===== config.mk =====
export PLATFORM = sky130hd
export DESIGN_NAME = serial_magnitude_comparator
export DESIGN_NICKNAME = d
export VERILOG_FILES = /design/src/rtl/cmp_pkg.sv /design/src/rtl/cmp_bit_cell.sv /design/src/rtl/serial_magnitude_comparator.sv
export SDC_FILE = /design/constraint.sdc
export NUM_CORES = 1
export LEC_CHECK = 0
export ABC_CLOCK_PERIOD_IN_PS = 1500
export BUFFER_PORTS_ARGS = -buffer_cell sky130_fd_sc_hd__buf_2
export CORE_MARGIN = 10
export CORE_UTILIZATION = 46
export DETAILED_ROUTE_END_ITERATION = 10
export PLACE_DENSITY = 0.76
export RECOVER_POWER = 25
export SETUP_SLACK_MARGIN = 0.5
export SYNTH_ARGS = -nofsm -noshare
export SYNTH_HDL_FRONTEND = slang
export SYNTH_HIERARCHICAL = 1
export SYNTH_SLANG_ARGS = --single-unit
export TNS_END_PERCENT = 30

===== constraint.sdc =====
create_clock -name clk -period 1.5 [get_ports clk]
set_input_delay 0.3 -clock clk [delete_from_list [all_inputs] [get_ports clk]]
set_output_delay 0.3 -clock clk [all_outputs]
set_load 0.03 [all_outputs]

===== src/rtl/cmp_pkg.sv =====
// Shared types and constants for the serial magnitude comparator.
// The verdict is one-hot {gt, eq, lt}; the all-zero code is the reset value.
package cmp_pkg;

  typedef enum logic [0:0] {
    IDLE    = 1'b0,
    COMPARE = 1'b1
  } state_t;

  typedef logic [2:0] verdict_t;

  localparam verdict_t CMP_NONE = 3'b000;
  localparam verdict_t CMP_GT   = 3'b100;
  localparam verdict_t CMP_EQ   = 3'b010;
  localparam verdict_t CMP_LT   = 3'b001;

  function automatic int count_width(input int width);
    return $clog2(width + 1);
  endfunction

endpackage


===== src/rtl/cmp_bit_cell.sv =====
// Combinational 1-bit decider: reports whether this x/y pair alone orders the operands.
module cmp_bit_cell (
  input  logic x,
  input  logic y,
  output logic bit_gt,
  output logic bit_lt
);

  assign bit_gt = x & ~y;
  assign bit_lt = ~x & y;

endmodule


===== src/rtl/serial_magnitude_comparator.sv =====
// MSB-first serial magnitude comparator producing one registered gt/eq/lt verdict per word.
// The first differing bit pair decides the word; later bits are only counted.
module serial_magnitude_comparator
  import cmp_pkg::*;
#(
  parameter int WIDTH = 8
) (
  input  logic                          clk,
  input  logic                          rst_n,
  input  logic                          bit_valid,
  input  logic                          bit_first,
  input  logic                          x,
  input  logic                          y,
  output logic                          busy,
  output logic [count_width(WIDTH)-1:0] bit_count,
  output logic                          result_valid,
  output logic                          gt,
  output logic                          eq,
  output logic                          lt,
  output logic                          protocol_err
);

  localparam int CW = count_width(WIDTH);
  localparam logic [CW-1:0] CNT_ZERO = CW'(1'b0);
  localparam logic [CW-1:0] CNT_ONE  = CW'(1'b1);
  localparam logic [CW-1:0] CNT_FULL = CW'(WIDTH);

  state_t        state_r;
  state_t        state_nx_s;
  logic [CW-1:0] count_r;
  logic [CW-1:0] count_nx_s;
  logic          decided_r;
  logic          gt_int_r;
  logic          lt_int_r;
  logic          decided_nx_s;
  logic          gt_int_nx_s;
  logic          lt_int_nx_s;
  logic          base_decided_s;
  logic          base_gt_s;
  logic          base_lt_s;
  verdict_t      verdict_r;
  verdict_t      verdict_nx_s;
  logic          result_valid_r;
  logic          protocol_err_r;
  logic          start_s;
  logic          cont_s;
  logic          complete_s;
  logic          err_s;
  logic          bit_gt_s;
  logic          bit_lt_s;
  logic          busy_s;

  cmp_bit_cell u_bit_cell (
    .x      (x),
    .y      (y),
    .bit_gt (bit_gt_s),
    .bit_lt (bit_lt_s)
  );

  // State register
  always_ff @(posedge clk or negedge rst_n) begin
    if (!rst_n) begin
      state_r <= IDLE;
    end else begin
      state_r <= state_nx_s;
    end
  end

  // Next-state, count and per-bit evaluation; a bit_first accept always restarts the word
  always_comb begin
    start_s    = bit_valid & bit_first;
    cont_s     = bit_valid & ~bit_first & (state_r == COMPARE);
    err_s      = bit_valid & (bit_first ? (state_r == COMPARE) : (state_r == IDLE));
    count_nx_s = start_s ? CNT_ONE : (count_r + CNT_ONE);
    complete_s = (start_s | cont_s) && (count_nx_s == CNT_FULL);

    base_decided_s = start_s ? 1'b0 : decided_r;
    base_gt_s      = start_s ? 1'b0 : gt_int_r;
    base_lt_s      = start_s ? 1'b0 : lt_int_r;

    if (!base_decided_s) begin
      gt_int_nx_s  = bit_gt_s;
      lt_int_nx_s  = bit_lt_s;
      decided_nx_s = bit_gt_s | bit_lt_s;
    end else begin
      gt_int_nx_s  = base_gt_s;
      lt_int_nx_s  = base_lt_s;
      decided_nx_s = 1'b1;
    end

    verdict_nx_s = gt_int_nx_s ? CMP_GT : (lt_int_nx_s ? CMP_LT : CMP_EQ);

    case (state_r)
      IDLE: begin
        if (start_s && !complete_s) begin
          state_nx_s = COMPARE;
        end else begin
          state_nx_s = IDLE;
        end
      end
      COMPARE: begin
        if (complete_s) begin
          state_nx_s = IDLE;
        end else begin
          state_nx_s = COMPARE;
        end
      end
      default: state_nx_s = IDLE;
    endcase
  end

  // Output decode from registered state
  always_comb begin
    busy_s = (state_r == COMPARE);
  end

  // Counter, running verdict and result registers
  always_ff @(posedge clk or negedge rst_n) begin
    if (!rst_n) begin
      count_r        <= CNT_ZERO;
      decided_r      <= 1'b0;
      gt_int_r       <= 1'b0;
      lt_int_r       <= 1'b0;
      verdict_r      <= CMP_NONE;
      result_valid_r <= 1'b0;
      protocol_err_r <= 1'b0;
    end else begin
      result_valid_r <= complete_s;
      protocol_err_r <= err_s;
      if (complete_s) begin
        count_r   <= CNT_ZERO;
        decided_r <= 1'b0;
        gt_int_r  <= 1'b0;
        lt_int_r  <= 1'b0;
        verdict_r <= verdict_nx_s;
      end else if (start_s || cont_s) begin
        count_r   <= count_nx_s;
        decided_r <= decided_nx_s;
        gt_int_r  <= gt_int_nx_s;
        lt_int_r  <= lt_int_nx_s;
      end
    end
  end

  assign busy         = busy_s;
  assign bit_count    = count_r;
  assign result_valid = result_valid_r;
  assign gt           = verdict_r[2];
  assign eq           = verdict_r[1];
  assign lt           = verdict_r[0];
  assign protocol_err = protocol_err_r;

endmodule

==> metrics.log, run 1 <==
[metrics] worst slew margin relative to its limit: 54.4%
[metrics] post-synth net total: 70
[metrics] Design Power: 1.56 mW
[metrics] maximum fanout encountered on the critical timing path: 4
[metrics] share of layout cells above drive strength 1: 52.8%
[metrics] endpoint kind of the worst setup timing path: flop
[metrics] Finish-stage setup viols: 3
[metrics] area of the core: 1490 µm²
[metrics] die area: 3520 µm²
[metrics] fin nets: 97
[metrics] Antenna Cells: 0
[metrics] final weighted congestion in routability-driven placement: roughly 0.75
[metrics] drt initial violations: 9
[metrics] result of the run: complete, but fails checks
[metrics] clock skew after layout: 0.00430 ns
[metrics] via count of the first global-routing pass: 555
[metrics] crit path setup slack, layout: -0.136 ns
[metrics] min Tclk post-route: 1.64 ns
[metrics] area added between synthesis and finish: 37.9%
[metrics] routed length on met2: approximately 800 µm
[metrics] number of instances in the placed design: 100
[metrics] IR drop worst, VDD: a little over 800 µV
[metrics] endpoints failing hold: 0
[metrics] Worst Reg-to-Reg Cells: 5
[metrics] Max-Cap Viols: 0
[metrics] global-route congestion overflow total: 0
[metrics] Clock H-tree levels: 1
[metrics] amount of wire on met3 after detailed routing: around 110 µm
[metrics] maximum number of pins on one net before global-route repair: 14
[metrics] number of buffers between clock root and the deepest sink: 2
[metrics] standby leakage power: approximately 0.45 nW
[metrics] TritonCTS clock tree: done
[metrics] hold crit path type: primary input to flop
[metrics] path type of the worst setup path: flop to flop
[metrics] total via count in the routed design: 533
[metrics] Pwr Density: 1590 nW/µm²
[metrics] Hold Worst Slack: 0.346 ns
[metrics] Ports: 16
[metrics] insertion delay of the later-clocked pin in the worst-skew pair: roughly 0.28 ns
[metrics] number of remaining DRC errors: 0
[metrics] top library cells by usage in the layout, fill and taps aside: sky130_fd_sc_hd__dfrtp_1, sky130_fd_sc_hd__buf_6, sky130_fd_sc_hd__buf_4
[metrics] unrepaired setup endpoints after global routing: yes
[metrics] average via count per standard cell: 5.08
[metrics] violated checks: negative setup slack
[metrics] detailed-router iteration count before antenna repair: 4
[metrics] clock transition at the registers of the reported paths: 0.08 ns
[metrics] worst-case hold path end point: bit_count[0]$_DFFE_PN0P_
[metrics] Root Driver: sky130_fd_sc_hd__clkbuf_4
[metrics] Tightest Pin Transition: 0.683 ns
[metrics] Cell variety after synth: 34
[metrics] number of synthesis warnings: 6
[metrics] Layout Cells excl Fill: 105
[metrics] number of rows in the core area: 14
[metrics] number of buffers inserted during clock tree synthesis: 3
[metrics] worst reg2reg startpoint: bit_count[0]$_DFFE_PN0P_
[metrics] flip-flop and latch count after synthesis: 13
[metrics] routed metal-1 wirelength: about 600 µm
[metrics] initial antenna violation count: 0
[metrics] reg2reg setup slack: -0.14 ns
[metrics] fin crit share: 109%
[metrics] All-Layer GR Usage: 9.49%
[metrics] leading cell type in the layout, fill and taps excluded: sky130_fd_sc_hd__dfrtp_1
[metrics] number of clock sinks seen by CTS: 13
[metrics] synthesized instance count: 63
[metrics] Die Ht: 59.3 µm
[metrics] Port-buffer cells: 15
[metrics] mean instance size in the synthesized netlist: ~11 µm²
[metrics] DPL Wire Length: 1.11 mm
[metrics] origin of the worst min-delay path: bit_first
[metrics] uppermost layer routed: met4
[metrics] capture point of the worst reg-to-reg path: verdict_r[1]$_DFFE_PN0P_
[metrics] data required time at the worst endpoint: 1.67 ns
[metrics] overall routed net length: 1.54 mm
[metrics] number of instances on the worst hold path: 2
[metrics] crit start category: flop
[metrics] upper clock frequency limit: 0.611 GHz
[metrics] Mapped Area: 711 µm²
[metrics] critical path arrival: 1.80 ns
[metrics] routed length per instance: 14.7 µm
[metrics] overall die width: 59.3 µm
[metrics] sequential element share of the synthesized area: 45.8%
[metrics] Post-DRT Antenna Nets: 0
[metrics] first-pass GRT wire length: 2.51 mm
[metrics] Max Slew Vio Count: 0
[metrics] starting density of the core: 47.7%
[Yosys cell counts]
| cell type | count | area, µm² |
|---|---|---|
| sky130_fd_sc_hd__a211oi_1 | 1 | 7.51 |
| sky130_fd_sc_hd__a21boi_0 | 1 | 7.51 |
| sky130_fd_sc_hd__a21boi_2 | 1 | 11.3 |
| sky130_fd_sc_hd__a21oi_1 | 4 | 20.0 |
| sky130_fd_sc_hd__a22o_2 | 1 | 10.0 |
| sky130_fd_sc_hd__and2_1 | 1 | 6.26 |
| sky130_fd_sc_hd__and2_2 | 1 | 7.51 |
| sky130_fd_sc_hd__and2b_1 | 1 | 7.51 |
| sky130_fd_sc_hd__and2b_2 | 1 | 8.76 |
| sky130_fd_sc_hd__and3b_1 | 1 | 8.76 |
| sky130_fd_sc_hd__buf_6 | 3 | 33.8 |
| sky130_fd_sc_hd__clkbuf_1 | 1 | 3.75 |
| sky130_fd_sc_hd__dfrtp_1 | 13 | 325 |
| sky130_fd_sc_hd__ha_1 | 1 | 12.5 |
| sky130_fd_sc_hd__inv_1 | 1 | 3.75 |
| sky130_fd_sc_hd__mux2_2 | 1 | 11.3 |
| sky130_fd_sc_hd__mux2_4 | 4 | 60.1 |
| sky130_fd_sc_hd__mux2i_1 | 1 | 10.0 |
| sky130_fd_sc_hd__nand2_1 | 5 | 18.8 |
| sky130_fd_sc_hd__nand2b_1 | 2 | 12.5 |
| sky130_fd_sc_hd__nand3_1 | 1 | 5.00 |
| sky130_fd_sc_hd__nand3_2 | 1 | 10.0 |
| sky130_fd_sc_hd__nor2_1 | 2 | 7.51 |
| sky130_fd_sc_hd__nor2b_1 | 1 | 6.26 |
| sky130_fd_sc_hd__nor3_1 | 1 | 5.00 |
| sky130_fd_sc_hd__nor3b_1 | 1 | 7.51 |
| sky130_fd_sc_hd__nor3b_2 | 1 | 12.5 |
| sky130_fd_sc_hd__o21a_1 | 1 | 7.51 |
| sky130_fd_sc_hd__o21ai_0 | 3 | 15.0 |
| sky130_fd_sc_hd__o22a_1 | 1 | 8.76 |
| sky130_fd_sc_hd__o22ai_1 | 1 | 6.26 |
| sky130_fd_sc_hd__o31ai_1 | 2 | 15.0 |
| sky130_fd_sc_hd__xnor2_1 | 1 | 8.76 |
| sky130_fd_sc_hd__xor2_1 | 1 | 8.76 |
[stage by stage]
step	setup WS, ns	TNS, ns	cell area [µm²]	utilization, %
detailed placement	-0.184	-0.544	858	57.6
finish	-0.136	-0.401	980	65.8
CTS	-0.131	-0.385	972	65.3
global placement	-0.147	-0.441	858	57.6
global route	-0.214	-0.690	980	65.8
floorplan	-0.265	-0.817	726	-
[sequential cells by signal, summed over array words and instances (netlist names)]
register and count:
busy 1, decided_r 1, protocol_err 1, lt_int_r 1, gt_int_r 1, bit_count 4
verdict_r 3, result_valid 1
[cell families after synthesis]
family	Yosys count	share of synthesized area, %
simple gates	20	17.4
buf+inv	5	5.81
xor+xnor	2	2.47
compound gates	16	15.3
fa+ha+maj	1	1.76
mux	6	11.4
flops	13	45.8
[per-layer routing]
layer | vias up | global-route usage, %
li1 | 274 | -
met4 | 0 | 4.92
met5 | - | 0
met1 | 245 | 9.74
met2 | 9 | 15.0
met3 | 5 | 5.36
[power breakdown]
group          internal [mW]  switching, mW
clock                  0.103          0.114
combinational          0.408          0.400
sequential             0.449         0.0828
total                  0.960          0.597
[worst max-delay path by stage]
stage | start | to | slack [ns] | cells past startpoint
after CTS | bit_count[0]$_DFFE_PN0P_ | verdict_r[1]$_DFFE_PN0P_ | -0.13 | 5
after detailed placement | bit_count[1]$_DFFE_PN0P_ | verdict_r[1]$_DFFE_PN0P_ | -0.18 | 5
after global routing | bit_count[0]$_DFFE_PN0P_ | verdict_r[0]$_DFFE_PN0P_ | -0.21 | 5
after global placement | bit_count[1]$_DFFE_PN0P_ | verdict_r[1]$_DFFE_PN0P_ | -0.15 | 5
final | bit_count[0]$_DFFE_PN0P_ | verdict_r[1]$_DFFE_PN0P_ | -0.14 | 5
after floorplan | bit_count[0]$_DFFE_PN0P_ | verdict_r[0]$_DFFE_PN0P_ | -0.26 | 6
[worst max-delay path: stages, from the launching register on]
cell and delay (ns):
sky130_fd_sc_hd__dfrtp_2 0.43, sky130_fd_sc_hd__ha_4 0.16, sky130_fd_sc_hd__xor2_1 0.16, sky130_fd_sc_hd__nor3b_2 0.19, sky130_fd_sc_hd__and3b_2 0.27, sky130_fd_sc_hd__mux2_4 0.31
[repair_timing]
action                                 4_1_cts  5_1_grt
resized for setup                           25        4
hold buffers                                 1        0
endpoints found under the hold margin       13        0
setup endpoints to repair                   22       22
setup buffers                                0        0
pin swaps                                    5        1
[final cells by class]
| type | instances | area, µm² |
|---|---|---|
| multi-input cells | 45 | 380 |
| flip-flops and latches | 13 | 328 |
| clock buffers | 4 | 26.3 |
| inverters | 1 | 3.75 |
| well taps | 16 | 20.0 |
| fillers | 123 | 509 |
| repair buffers | 26 | 221 |
(Power assumes the default switching activity.)
==> inputs of run 2 (changes only) <==
BUFFER_PORTS_ARGS = unset   (was -buffer_cell sky130_fd_sc_hd__buf_2)
CORE_UTILIZATION = 53   (was 46)
DONT_BUFFER_PORTS = 1   (was unset)
PLACE_DENSITY = 0.75   (was 0.76)
==> metrics.log, run 2 (synthesis gave the netlist of run 1 again) <==
[metrics] crit start category: flop
[metrics] number of buffers between clock root and the deepest sink: 2 (unchanged)
[metrics] final design instance area without fill: 851 µm² (-13%)
[metrics] IR drop worst, VDD: 926 µV (+13%)
[metrics] fill cell instance count of the final layout: 97 (-21%)
[metrics] worst slew margin relative to its limit: 54.8% (+0.33 points)
[metrics] clock skew after layout: 0.00361 ns (-0.000687 ns)
[metrics] insertion delay of the later-clocked pin in the worst-skew pair: 0.29 ns (about the same)
[metrics] number of remaining DRC errors: 0 (unchanged)
[metrics] routed length per instance: 18.1 µm (+23%)
[metrics] area added between synthesis and finish: 19.7%
[metrics] leading cell type in the layout, fill and taps excluded: sky130_fd_sc_hd__dfrtp_1
[metrics] overall routed net length: 1.59 mm (+2.9%)
[metrics] Root Driver: sky130_fd_sc_hd__clkbuf_4
[metrics] number of clock sinks seen by CTS: 13 (unchanged)
[metrics] result of the run: complete, but fails checks
[metrics] final core occ: 66.2% (+0.41 points)
[metrics] All-Layer GR Usage: 10.4% (+0.93 points)
[metrics] maximum number of pins on one net before global-route repair: 14 (unchanged)
[metrics] starting density of the core: 55.3% (+7.6 points)
[metrics] top library cells by usage in the layout, fill and taps aside: sky130_fd_sc_hd__dfrtp_1, sky130_fd_sc_hd__nand2_1, sky130_fd_sc_hd__buf_4
[metrics] Pwr Density: 1670 nW/µm² (+4.9%)
[metrics] die area: 3210 µm² (-8.8%)
[metrics] path type of the worst setup path: flop to flop
[metrics] worst slack at placement: -0.191 ns (-0.00661 ns)
[metrics] Port-buffer cells: 0 (-15)
[metrics] maximum fanout encountered on the critical timing path: 4 (unchanged)
[metrics] number of buffers inserted during clock tree synthesis: 3 (unchanged)
[metrics] total via count in the routed design: 506 (-5.1%)
[metrics] Max-Cap Viols: 0 (unchanged)
[metrics] Die Ht: 56.6 µm (-4.5%)
[metrics] global-route congestion overflow total: 0 (unchanged)
[metrics] DPL Wire Length: 1.09 mm (-2.1%)
[metrics] crit path setup slack, layout: -0.131 ns (+0.00438 ns)
[metrics] Ports: 16 (unchanged)
[metrics] data required time at the worst endpoint: 1.68 ns (about the same)
[metrics] fin crit share: 109% (-0.29 points)
[metrics] TritonCTS clock tree: done
[metrics] via count of the first global-routing pass: 515 (-7.2%)
[metrics] min Tclk post-route: 1.63 ns (-0.00438 ns)
[metrics] endpoint kind of the worst setup timing path: flop
[metrics] violated checks: negative setup slack
[metrics] cell area after placement: 774 µm² (-9.8%)
[metrics] Finish-stage setup viols: 3 (unchanged)
[metrics] share of layout cells above drive strength 1: 47.9% (-4.9 points)
[metrics] first-pass GRT wire length: 2.57 mm (+2.2%)
[metrics] fin nets: 81 (-16%)
[metrics] area of the core: 1280 µm² (-14%)
[metrics] average via count per standard cell: 5.75 (+13%)
[metrics] initial antenna violation count: 0 (unchanged)
[metrics] hold crit path type: primary input to async pin
[metrics] Antenna Cells: 0 (unchanged)
[metrics] flip-flop count of the largest register after layout: 4 (unchanged)
[metrics] critical path arrival: 1.81 ns (about the same)
[metrics] number of rows in the core area: 13 (-1)
[metrics] Post-CTS Setup Inserts: 0 (unchanged)
[metrics] final weighted congestion in routability-driven placement: 0.719 (-4.4%)
[metrics] Post-DRT Antenna Nets: 0 (unchanged)
[metrics] endpoints failing hold: 0 (unchanged)
[metrics] overall die width: 56.6 µm (-4.5%)
[metrics] Max Slew Vio Count: 0 (unchanged)
[metrics] drt initial violations: 6 (-3)
[metrics] Tightest Pin Transition: 0.679 ns (-0.00496 ns)
[metrics] clock transition at the registers of the reported paths: 0.08 ns (about the same)
[metrics] unrepaired setup endpoints after global routing: yes
[metrics] upper clock frequency limit: 0.613 GHz (+0.27%)
[metrics] Clock H-tree levels: 1 (unchanged)
[metrics] detailed-router iteration count before antenna repair: 4 (unchanged)
[metrics] standby leakage power: 0.373 nW (-18%)
==> run 2: changes by cell type in the layout (fill, tap and decap cells not counted) <==
cell,previous run,this run
sky130_fd_sc_hd__buf_2,4,0
sky130_fd_sc_hd__a21oi_1,4,3
sky130_fd_sc_hd__dfrtp_2,2,4
sky130_fd_sc_hd__dfrtp_1,11,9
sky130_fd_sc_hd__nor2_2,1,0
sky130_fd_sc_hd__dlygate4sd3_1,1,0
sky130_fd_sc_hd__nor2_1,1,2
sky130_fd_sc_hd__buf_4,10,5
sky130_fd_sc_hd__o21ai_2,1,2
sky130_fd_sc_hd__buf_6,10,4
sky130_fd_sc_hd__a21oi_2,0,1
sky130_fd_sc_hd__o21ai_0,1,0
==> run 2: path summary, 6_finish.rpt <==
check	slack [ns]	from	to	depth (start not counted)
hold reg to reg	0.49	decided_r$_DFFE_PN0P_	decided_r$_DFFE_PN0P_	2
max in group asynchronous	1.01	rst_n	bit_count[0]$_DFFE_PN0P_	1
hold / removal	0.02	rst_n	verdict_r[0]$_DFFE_PN0P_	1
setup reg to reg	-0.13	bit_count[1]$_DFFE_PN0P_	verdict_r[1]$_DFFE_PN0P_	5
min in group clk	0.09	bit_valid	busy$_DFF_PN0_	1
setup / recovery	-0.13	bit_count[1]$_DFFE_PN0P_	verdict_r[1]$_DFFE_PN0P_	5
==> run 2: through the flow <==
step                      power [mW]  cells  setup TNS (ns)  hold slack [ns]
after global placement          1.12     83          -0.464          0.00481
after global routing            1.50     88          -0.550           0.0686
after floorplan                0.979     63          -0.817          0.00441
after CTS                       1.40     88          -0.404           0.0904
after detailed placement        1.14     83          -0.658          0.00481
final                           1.42     88          -0.389           0.0155
==> run 2: critical path, stage by stage (launching register included) <==
cell	delay [ns]
sky130_fd_sc_hd__dfrtp_2	0.44
sky130_fd_sc_hd__ha_4	0.17
sky130_fd_sc_hd__xor2_1	0.16
sky130_fd_sc_hd__nor3b_2	0.18
sky130_fd_sc_hd__and3b_2	0.28
sky130_fd_sc_hd__mux2_4	0.31
==> run 2: power by group <==
part | total [mW] | switching, mW | leakage (nW) | internal, mW
combinational | 0.578 | 0.286 | 0.198 | 0.292
sequential | 0.615 | 0.166 | 0.160 | 0.448
clock | 0.226 | 0.123 | 0.0150 | 0.104
==> run 2: final cells by class <==
class | instances | area, µm² | area share, %
inverter | 1 | 3.75 | 0.441
clock buffer | 4 | 26.3 | 3.09
multi-input combinational | 45 | 385 | 45.3
sequential | 13 | 330 | 38.8
timing repair buffer | 10 | 86.3 | 10.1
tap | 15 | 18.8 | 2.21
==> run 2: per-layer routing <==
layer | track usage, % | up-vias | share of wire [%] | wire length, µm
li1 | - | 243 | - | -
met1 | 10.4 | 245 | 41 | 656
met2 | 16.3 | 13 | 49 | 775
met3 | 4.04 | 5 | 6.1 | 97
met4 | 9.28 | 0 | 3.7 | 59
met5 | 0 | - | 0 | 0
==> run 2: repair_timing <==
item	in CTS	in global routing
pin swaps	10	1
gates resized for setup	13	5
hold buffers	1	0
gates cloned	0	0
endpoints found under the setup margin	22	26
endpoints found under the hold margin	13	0
